<file path="src/rtl/edge_detector_bank.sv">
// Multi-channel edge detector: per-channel synchroniser, debounce filter,
// mode-qualified rise/fall pulse, sticky flag and saturating event counter.
module edge_detector_bank #(
   parameter int WIDTH       = 4,
   parameter int SYNC_STAGES = 2,
   parameter int DEBOUNCE    = 1,
   parameter int CNT_W       = 8
) (
   input  logic                   clk,
   input  logic                   rst,
   input  logic [WIDTH-1:0]       sig_in,
   input  logic [2*WIDTH-1:0]     mode,
   input  logic [WIDTH-1:0]       clr,
   input  logic                   cnt_clr,
   output logic [WIDTH-1:0]       level,
   output logic [WIDTH-1:0]       pulse,
   output logic [WIDTH-1:0]       sticky,
   output logic                   any_evt,
   output logic [WIDTH*CNT_W-1:0] evt_cnt
);

   localparam int DC_W = $clog2(DEBOUNCE) + 1;
   localparam logic [DC_W-1:0] DC_LAST = DC_W'(DEBOUNCE - 1);
   localparam logic [CNT_W-1:0] CNT_MAX = '1;

   for (genvar i = 0; i < WIDTH; i++) begin : g_ch
      logic             sy;
      logic             level_q, level_d;
      logic [DC_W-1:0]  dc_q, dc_d;
      logic             pulse_q, pulse_d;
      logic             sticky_q, sticky_d;
      logic [CNT_W-1:0] cnt_q, cnt_d;
      logic             rise, fall, qual;

      // With zero stages the input is trusted to be synchronous already.
      if (SYNC_STAGES > 0) begin : g_sync
         logic [SYNC_STAGES-1:0] sync_q, sync_d;

         always_comb begin
            sync_d[0] = sig_in[i];
            for (int k = 1; k < SYNC_STAGES; k++) begin
               sync_d[k] = sync_q[k-1];
            end
         end

         always_ff @(posedge clk) begin
            if (rst) begin
               sync_q <= '0;
            end else begin
               sync_q <= sync_d;
            end
         end

         assign sy = sync_q[SYNC_STAGES-1];
      end else begin : g_nosync
         assign sy = sig_in[i];
      end

      always_comb begin
         level_d = level_q;
         dc_d    = '0;
         if (sy != level_q) begin
            if (dc_q == DC_LAST) begin
               level_d = sy;
            end else begin
               dc_d = dc_q + DC_W'(1);
            end
         end
      end

      // Edges are taken from the accepted level transition, so the pulse
      // lands on the same edge as the new level.
      always_comb begin
         rise = level_d & ~level_q;
         fall = ~level_d & level_q;
         qual = (rise & mode[2*i]) | (fall & mode[2*i+1]);
      end

      always_comb begin
         pulse_d  = qual;
         sticky_d = qual | (sticky_q & ~clr[i]);
         cnt_d    = cnt_q;
         if (cnt_clr) begin
            cnt_d = qual ? CNT_W'(1) : '0;
         end else if (qual && (cnt_q != CNT_MAX)) begin
            cnt_d = cnt_q + CNT_W'(1);
         end
      end

      always_ff @(posedge clk) begin
         if (rst) begin
            level_q  <= 1'b0;
            dc_q     <= '0;
            pulse_q  <= 1'b0;
            sticky_q <= 1'b0;
            cnt_q    <= '0;
         end else begin
            level_q  <= level_d;
            dc_q     <= dc_d;
            pulse_q  <= pulse_d;
            sticky_q <= sticky_d;
            cnt_q    <= cnt_d;
         end
      end

      assign level[i]                  = level_q;
      assign pulse[i]                  = pulse_q;
      assign sticky[i]                 = sticky_q;
      assign evt_cnt[i*CNT_W +: CNT_W] = cnt_q;
   end

   assign any_evt = |sticky;

endmodule

</file>
<file path="config.mk">
export PLATFORM = sky130hd
export DESIGN_NAME = edge_detector_bank
export DESIGN_NICKNAME = d
export VERILOG_FILES = /design/src/rtl/edge_detector_bank.sv
export SDC_FILE = /design/constraint.sdc
export NUM_CORES = 1
export LEC_CHECK = 0
export BUFFER_PORTS_ARGS = -buffer_cell sky130_fd_sc_hd__buf_2
export CELL_PAD_IN_SITES_DETAIL_PLACEMENT = 0
export CELL_PAD_IN_SITES_GLOBAL_PLACEMENT = 1
export CORE_MARGIN = 1.5
export CORE_UTILIZATION = 39
export DETAILED_ROUTE_END_ITERATION = 10
export PLACE_DENSITY_LB_ADDON = 0.1
export SYNTH_ARGS = -nofsm -noshare
export SYNTH_HDL_FRONTEND = slang
export SYNTH_SLANG_ARGS = --single-unit
export TNS_END_PERCENT = 20
</file>
<file path="constraint.sdc">
create_clock -name clk -period 2.1 [get_ports clk]
set_clock_uncertainty 0.1 [all_clocks]
set_input_delay 0.105 -clock clk [delete_from_list [all_inputs] [get_ports clk]]
set_output_delay 0.105 -clock clk [all_outputs]
set_load 0.05 [all_outputs]
</file>
; ---- Word-level counts from Yosys, hierarchy flattened
; Index checks and enable logic that the tools add are counted.
[totals]
wordCells = 121
inputBits = 19
out_inout_bits = 45
ff_bits = 56
[classes]
reduce_logical = 13
muxes = 20
n_eq_ne = 8
n_bitwise = 48
add_sub_neg = 8
[op_table]
columns = cell, count
row1 = two-way mux 8 bit, 8
row2 = "adder 8 x 1 -> 8 bit, second input constant", 4
row3 = "inequality test 8 bit, second input constant", 4
row4 = bitwise AND 1 bit, 20
row5 = NOT 1 bit, 20
row6 = two-way mux 1 bit, 12
row7 = OR reduction 3 bit, 4
row8 = bitwise OR 1 bit, 8
row9 = nonzero test 2 bit, 4
row10 = "adder 1 bit, second input constant", 4
row11 = logical AND 1 bit, 4
row12 = inequality test 1 bit, 4
row13 = OR reduction 4 bit, 1

; ---- Depth between registers and ports, before layout
; Gate-level depths: netlist of run 1.
[depth]
ltp_word = 9
mapped_depth = 6
ltp_nobuf = 5

; ---- Worst setup path after synthesis of run 1
; Ideal clock, no wire load.
[synth_timing]
path_kind = flip-flop to flip-flop
from = register g_ch[1].cnt_q[0]
to = register g_ch[1].cnt_q[3]
synth_period_minus_slack_ns = 2.028
t_arrival_ns = 1.858
n_path_buf = 1
path_slack_ns = 0.072
setup_time_ns = 0.070
path_stages_with_launch = 7
t_required_ns = 1.930
path_cell_list = dfxtp_1 > ha_1 > and2_1 > and4_4 > buf_6 > or4_1 > a21oi_1
[synth_between]
elab_chain_cells = 3
elab_cells_between_ends = 6
classes_between = add/sub: 1 / eq/ne: 1 / mux: 2 / reduce/logical: 2
[synth_lines]
columns = item, line_no
row1 = from (decl), 32  ; logic [CNT_W-1:0] cnt_q, cnt_d;
row2 = from (signal assigned), 102  ; cnt_q <= cnt_d;
row3 = adder 8 x 1 -> 8 bit / inequality test 8 bit (equally long branches), "86, 85"
row4 = two-way mux 8 bit / logical AND 1 bit (equally long branches), 85  ; end else if (qual && (cnt_q != CNT_MAX)) begin
row5 = two-way mux 8 bit / nonzero test 2 bit (equally long branches), -
; Several ways; a longest one is shown, not always the timed one. The select of a mux whose other input is x is not followed.
; A chain may end at the register's enable or synchronous reset.

; ---- Worst setup path after layout of run 1
[layout_timing]
from = register g_ch[2].cnt_q[0]
to = register g_ch[2].cnt_q[4]
[layout_between]
elab_chain_cells = 3
elab_cells_between_ends = 6
classes_between = add/sub: 1 / eq/ne: 1 / mux: 2 / reduce/logical: 2
[layout_lines]
columns = item, line_no
row1 = from (decl), 32
row2 = from (signal assigned), 102
row3 = adder 8 x 1 -> 8 bit / inequality test 8 bit (equally long branches), "86, 85"
row4 = two-way mux 8 bit / logical AND 1 bit (equally long branches), 85
row5 = two-way mux 8 bit / nonzero test 2 bit (equally long branches), -
; Several ways; a longest one is shown, not always the timed one. The select of a mux whose other input is x is not followed.

==> impl_metrics.tcl, run 1 <==
set metrics [dict create \
    yosysTopAreaCell "dfxtp_1" \
    cts_made_buffers 5 \
    ys_async_sr_fraction_pct 0 \
    crit-reg2reg-launch "g_ch[2].cnt_q[0]" \
    cts_setup_buffers 0 \
    clock_sinks 56 \
    setup-violations-final 0 \
    p_leak_nw 1.251 \
    critPathKind "register to register" \
    power_w 0.001828 \
    ctsHoldBuffers 8 \
    finalCriticalPeriod_ps 1836 \
    hold_end "g_ch[1].cnt_q[7]" \
    drv_slew 0 \
    initial_core_util_pct 40.06 \
    netlist_area_mm2 0.002515 \
    ys_seq_elements 56 \
    synth-edff-count 0 \
    grt_pass1_wl_mm 9.970 \
    yosysSeqAreaShare_pct 44.58 \
    ir_drop_mv 0.3939 \
    wl_mm 5.958 \
    design_area_mm2 0.003015 \
    end_kind "register" \
    tritoncts "done" \
    r2r_cells 5 \
    vias 2249 \
    start_kind "register" \
    insertion_delay_ps 300 \
    rsz0062_at_grt "false" \
    wl_per_cell_um 14.12 \
    synth.distinct_cells 47 \
    overflow 0 \
    place.gp.congestion 0.7758 \
    crit_arrival_ps 1970 \
    final_common_cell "buf_2" \
    core_mm2 0.006277 \
    final_nets 367 \
    synth_cells 278 \
    die_x_um 83.30 \
    areaGrowthSynthToFinish_pct 19.90 \
    drt_iter0_markers 78 \
    r2r-end "g_ch[2].cnt_q[4]" \
    ios 64 \
    reg2reg_slack_ps 260 \
    rows 29 \
    min_from "cnt_clr" \
    tns_ps 0 \
    num_antenna_cells 0 \
    yosysWarnings 0 \
    outcome "complete, no violations" \
    grt.total_usage_pct 17.36 \
    crit_path_max_fanout 6 \
    maxCapViolCount 0 \
    clock.fmax_mhz 544.7 \
    hold_class "input pin to register" \
    finalHoldViolations 0 \
    first_pass_iters 4 \
    grt_pass1_vias 2059 \
    syn_area_per_cell_um2 9.046 \
    place_inst 406 \
    yosys-top-cells-area "dfxtp_1, a21oi_1, nand2_1, buf_4, mux2i_1" \
    cts_max_path_buffers 2 \
    portBuffers 63 \
    via_per_inst 5.329 \
    grt_antenna_before_repair 0 \
    synth_ff_type "dfxtp_1" \
    placed_area_mm2 0.002843 \
    synth.top_cell.area_share_pct 44.58 \
    drc 0 \
    powerDensity_mw_per_mm2 606.2 \
    period_share_pct 87.43 \
    htree_levels 2 \
    cp.required_ps 2240 \
    hpwl_mm 4.220 \
    cts-root-buf "clkbuf_8" \
    final_layout_size_suffix_gt1_share_pct 23.48 \
    clk_pin_slew_ps 100 \
    final_cell_mix "buf_2, dfxtp_1, nand2_1" \
    fin_cells 422 \
    ctsResizeCount 0 \
    die-area_mm2 0.006939 \
    hold_depth 3 \
    grt_start_max_net_pins 25 \
    drtAntennaViolNets 0 \
    die_h_um 83.30 \
]
cells by family after synthesis:
logic type	count (synthesis)	share of synthesized area, %
mux	8	3.184
flops	56	44.58
buf+inv	27	6.467
fa+ha+maj	4	1.990
other cells	1	0.1491
simple gates	115	25.62
compound gates	67	18.01
synthesized netlist by cell type (2+ instances only):
cell and instances:
a31oi_1 4, inv_1 6, and3_1 6, mux2i_1 8
o31ai_1 6, o311ai_0 4, a22o_1 3, nor2_1 17
a211oi_1 3, dfxtp_1 56, or4_1 8, a21o_1 4
or3_1 4, o21ai_0 9, nand2b_1 4, a41o_1 2
buf_6 2, nand2_1 26, ha_1 4, o311ai_1 2
clkbuf_1 6, nor2b_1 8, nand3_1 14, o41ai_1 5
a21oi_1 20, nand4_1 4, nor3_1 2, buf_4 12
nand3b_1 8, nor4_1 3, and2_1 2
worst max-delay path, stage by stage (launching register included):
cell and delay [ps]:
dfxtp_1 350, ha_1 210, and2_1 220, and4_1 280
or4_1 470, a21oi_1 140
worst max path at each step:
stage                                start          endpoint  slack [ps]  cells past startpoint
after floorplan           g_ch[1].cnt_q[0]  g_ch[1].cnt_q[3]          70                      6
after global placement    g_ch[2].cnt_q[0]  g_ch[2].cnt_q[4]         330                      5
after detailed placement  g_ch[2].cnt_q[0]  g_ch[2].cnt_q[4]         270                      5
after CTS                 g_ch[2].cnt_q[0]  g_ch[2].cnt_q[4]         270                      5
after global routing      g_ch[2].cnt_q[0]  g_ch[2].cnt_q[4]         170                      5
final                     g_ch[2].cnt_q[0]  g_ch[2].cnt_q[4]         260                      5
metal layers:
metal / vias up / wire [um] / GRT usage, %
met3: 4 / 320 / 4.175
met1: 1033 / 2869 / 23.76
li1: 1155 / - / -
met2: 57 / 2701 / 27.57
met4: 0 / 67 / 4.394
met5: - / 0 / 0
area by class of cell:
cell class	count	area [um^2]
Fill cell	632	3262
Timing Repair Buffer	77	440.4
Inverter	6	22.52
Sequential cell	56	1121
Clock buffer	6	82.58
Clock inverter	2	10.01
Multi-Input combinational cell	198	1242
Tap cell	77	96.34
state kept, by name, summed over array words and instances, names as in the netlist:
register,cells
g_ch.sticky_q,4
g_ch.pulse_q,4
g_ch.level_q,4
g_ch.dc_q,4
g_ch.g_sync.sync_q,8
g_ch.cnt_q,32
metrics by stage:
stage	utilization (%)	worst slack (ps)	hold WS, ps
after floorplan	-	71.81	133.2
after global placement	45.29	326.6	211.6
after detailed placement	45.29	272.1	219.5
after CTS	48.04	265.2	67.37
after global routing	48.04	165.8	70.75
final	48.04	264.0	72.20
report_power, final:
group          leakage (nW)  switching [W]  internal, W
Combinational         0.745      0.0000802    0.0000514
Sequential            0.455      0.0000118      0.00108
Clock                0.0510       0.000341     0.000264
Note: power is estimated with default switching activity, not from simulation.
==> run 2, diff against run 1 <==
Settings changed: CORE_UTILIZATION 39 to 30, SLEW_MARGIN from default to 20.
==> impl_metrics.tcl, run 2 (same netlist as run 1, synthesis figures left out) <==
set metrics [dict create \
    wl_mm 6.343 \
    ctsResizeCount 0 \
    cts-root-buf "clkbuf_8" \
    multi_input_area_mm2 0.001242 \
    maxCapViolCount 0 \
    clock_sinks 56 \
    cpLargestDelayFamily "simple AND/OR/NAND/NOR gates" \
    crit_arrival_ps 2010 \
    initial_core_util_pct 30.76 \
    portBuffers 63 \
    finalHoldViolations 0 \
    path_cells "ha_1 -> and2_1 -> and4_1 -> or4_1 -> a21oi_1" \
    ir_drop_mv 0.2814 \
    end_kind "register" \
    cts_max_path_buffers 2 \
    clk_pin_slew_ps 100 \
    die-area_mm2 0.008942 \
    clock.fmax_mhz 536.9 \
    die_x_um 94.56 \
    rsz0062_at_grt "false" \
    drc 0 \
    wl_per_cell_um 14.13 \
    tritoncts "done" \
    drt_iter0_markers 41 \
    ios 64 \
    die_h_um 94.56 \
    hpwl_mm 4.695 \
    max_stage_delay_ps 480 \
    crit_slowest_cell "or4_1" \
    rows 33 \
    regArea_mm2 0.001121 \
    setup_slack_ps 237.5 \
    final_common_cell "buf_2" \
    outcome "complete, no violations" \
    final_nets 366 \
    cts_made_buffers 5 \
    tns_ps 0 \
    crit_path_max_fanout 6 \
    grt_antenna_before_repair 0 \
    grt_pass1_wl_mm 10.36 \
    powerDensity_mw_per_mm2 632.4 \
    critPathKind "register to register" \
    largest_register "g_ch.cnt_q" \
    grt.total_usage_pct 14.98 \
    htree_levels 2 \
    grt_pass1_vias 2069 \
    cts_setup_buffers 0 \
    grt_start_max_net_pins 17 \
    core_mm2 0.008175 \
    finalCriticalPeriod_ps 1863 \
    setup-violations-final 0 \
    p_leak_nw 1.251 \
    final_cell_mix "buf_2, dfxtp_1, nand2_1" \
    place.gp.congestion 0.7643 \
    cp.required_ps 2240 \
    drv_slew 0 \
    drtAntennaViolNets 0 \
    reg.largest.list "g_ch.cnt_q x32, g_ch.g_sync.sync_q x8" \
    first_pass_iters 4 \
    fillCellCount 883 \
    start_kind "register" \
    largest_reg_flops 32 \
    dp_slack_ps 271.3 \
    insertion_delay_ps 310 \
    critPathBufInv 0 \
    overflow 0 \
    via_per_inst 5.011 \
    num_antenna_cells 0 \
    final_layout_size_suffix_gt1_share_pct 22.97 \
    period_share_pct 88.69 \
    hold_class "input pin to register" \
    areaGrowthSynthToFinish_pct 21.59 \
    vias 2250 \
]
run 2: worst paths after layout:
check | from | end | slack (ps) | cells after the start
max reg2reg | g_ch[2].cnt_q[0] | g_ch[2].cnt_q[4] | 240 | 5
max | g_ch[2].cnt_q[0] | g_ch[2].cnt_q[4] | 240 | 5
min reg2reg | g_ch[2].g_sync.sync_q[0] | g_ch[2].g_sync.sync_q[1] | 350 | 1
min | rst | g_ch[2].level_q | 40 | 2
run 2: timing repair:
action                                  CTS  global route
endpoints found under the setup margin    0             0
hold buffers                              8             0
hold endpoints to repair                  8             0
run 2: layout make-up:
type / instances / share of cell area, %
multi-input cells: 198 / 40.63
flip-flops and latches: 56 / 36.66
repair buffers: 76 / 14.16
well taps: 105 / 4.296
clock buffers: 6 / 2.373
clock inverters: 2 / 1.146
inverters: 6 / 0.7365
run 2: power breakdown:
group / switching, W / internal [W] / total, W / leakage (nW)
sequential: 0.0000119 / 0.00108 / 0.00109 / 0.455
combinational: 0.0000806 / 0.0000507 / 0.000131 / 0.741
clock: 0.000357 / 0.000355 / 0.000712 / 0.0552
run 2: per-layer routing:
metal / global-route usage [%] / vias to the layer above / part of all wire [%]
met5: 0 / - / 0
met4: 4.104 / 0 / 0.93
met3: 4.106 / 6 / 4.7
met2: 24.40 / 43 / 45
met1: 19.42 / 1050 / 49
li1: - / 1151 / -
run 2: through the flow:
step	total power, W	instance area [um^2]	cells	util (%)	hold slack, ps
after floorplan	0.001193	2526	281	-	133.2
after global placement	0.001237	2870	433	35.11	216.0
after detailed placement	0.001238	2870	433	35.11	221.0
after CTS	0.001963	3058	449	37.40	39.25
after global routing	0.002028	3058	449	37.40	29.82
final	0.001934	3058	449	37.40	35.15
run 2: worst register-to-register path, stage by stage (launching register included):
cell     delay (ps)
dfxtp_1         350
ha_1            210
and2_1          220
and4_1          280
or4_1           480
a21oi_1         160
==> run 3, diff against run 2 <==
Settings changed: HOLD_SLACK_MARGIN from default to 0.15, SETUP_SLACK_MARGIN from default to 0.02, SLEW_MARGIN 20 to default.
==> impl_metrics.tcl, run 3 (same netlist as run 1, synthesis figures left out) <==
set metrics [dict create \
    outcome "complete, no violations" \
    grt_antenna_before_repair 0 \
    tns_ps 0 \
    die_x_um 94.56 \
    areaGrowthSynthToFinish_pct 23.98 \
    reg.largest.list "g_ch.cnt_q x32, g_ch.g_sync.sync_q x8" \
    cp.required_ps 2240 \
    crit_path_max_fanout 6 \
    overflow 0 \
    largest_register "g_ch.cnt_q" \
    hold_class "input pin to register" \
    final_layout_size_suffix_gt1_share_pct 22.57 \
    start_kind "register" \
    rsz0062_at_grt "false" \
    place_inst 433 \
    cts_max_path_buffers 2 \
    grt_pass1_wl_mm 10.47 \
    clk_pin_slew_ps 100 \
    dp_slack_ps 271.3 \
    crit_arrival_ps 2010 \
    utilization_pct 38.14 \
    powerDensity_mw_per_mm2 622.6 \
    cts_setup_buffers 0 \
    drc 0 \
    wl_mm 6.385 \
    initial_core_util_pct 30.76 \
    cpLargestDelayFamily "simple AND/OR/NAND/NOR gates" \
    insertion_delay_ps 310 \
    setup-violations-final 0 \
    core_mm2 0.008175 \
    drt_iter0_markers 39 \
    p_comb_share_pct 7.1 \
    critPathKind "register to register" \
    rows 33 \
    path_cells "ha_1 -> and2_1 -> and4_1 -> or4_1 -> a21oi_1" \
    power_frac_seq_pct 56.2 \
    final_cell_mix "buf_2, dfxtp_1, nand2_1" \
    drtAntennaViolNets 0 \
    maxCapViolCount 0 \
    htree_levels 2 \
    power.internal_w 0.001490 \
    crit_slowest_cell "or4_1" \
    pwr-share-clk_pct 36.7 \
    grt.total_usage_pct 15.12 \
    tritoncts "done" \
    ir_drop_mv 0.2891 \
    cp-startpoint "g_ch[2].cnt_q[0]" \
    portBuffers 63 \
    clock_sinks 56 \
    drv_slew 0 \
    die-area_mm2 0.008942 \
    final_nets 372 \
    finalCriticalPeriod_ps 1863 \
    cts_made_buffers 5 \
    max_stage_delay_ps 480 \
    fin_cells 455 \
    min_from "mode[3]" \
    period_share_pct 88.70 \
    switching_power_w 0.0004510 \
    ios 64 \
    grt_pass1_vias 2096 \
    num_antenna_cells 0 \
    finalHoldViolations 0 \
    critPathBufInv 0 \
    die_h_um 94.56 \
    p_leak_nw 1.284 \
    crit-reg2reg-launch "g_ch[2].cnt_q[0]" \
    switching_share_pct 23.23 \
    via_per_inst 4.993 \
    setup_slack_ps 237.3 \
    end_kind "register" \
    clock.fmax_mhz 536.9 \
    cts-root-buf "clkbuf_8" \
    final_common_cell "buf_2" \
    grt_start_max_net_pins 17 \
    largest_reg_flops 32 \
    place.gp.congestion 0.7643 \
    vias 2272 \
    wl_per_cell_um 14.03 \
    hpwl_mm 4.695 \
    first_pass_iters 4 \
]
[run 3: cell count changes in the layout (fill, tap and decap cells not counted)]
cell | before | now
dlygate4sd3_1 | 8 | 14
[run 3: cell type report]
class                      count  area, um^2
timing repair buffer          82       493.0
tap                          105       131.4
clock inverter                 2       35.03
fill                         883        5057
multi-input combinational    198        1242
inverter                       6       22.52
clock buffer                   6       72.57
sequential                    56        1121
[run 3: repair_timing]
| action | 4_1_cts | 5_1_grt |
|---|---|---|
| hold endpoints to repair | 16 | 0 |
| setup endpoints to repair | 0 | 0 |
| resized for setup | 0 | 0 |
| hold buffers | 14 | 0 |
[run 3: through the flow]
step	instance area [um^2]	total power (W)	hold slack (ps)
floorplan	2526	0.001193	133.2
global placement	2870	0.001237	216.0
finish	3118	0.001941	158.8
CTS	3118	0.001969	159.5
detailed placement	2870	0.001238	221.0
global route	3118	0.002036	199.8
[run 3: worst paths after layout]
path	end	slack, ps	cells after the start
setup / recovery	g_ch[2].cnt_q[4]	240	5
hold reg to reg	g_ch[2].g_sync.sync_q[1]	350	1
hold / removal	g_ch[1].cnt_q[1]	160	5
setup reg to reg	g_ch[2].cnt_q[4]	240	5
[run 3: power by group through the flow]
stage	Sequential, W	Clock, W	Combinational, W
after floorplan	0.00112	0	0.0000751
after global placement	0.00112	0	0.000122
after detailed placement	0.00112	0	0.000122
after CTS	0.00109	0.000737	0.000141
after global routing	0.00109	0.000790	0.000152
final	0.00109	0.000712	0.000138
[run 3: worst reg2reg max path, cell delays in order, from the launching register on]
cell and delay, ps:
dfxtp_1 350, ha_1 210, and2_1 220, and4_1 280
or4_1 480, a21oi_1 160
[run 3: layer usage]
layer  GRT usage, %  vias to the layer above  part of all wire [%]
met1          19.72                     1061                    49
li1               -                     1162                     -
met4          4.104                        0                  0.92
met2          24.58                       43                    45
met5              0                        -                     0
met3          4.026                        6                   4.6
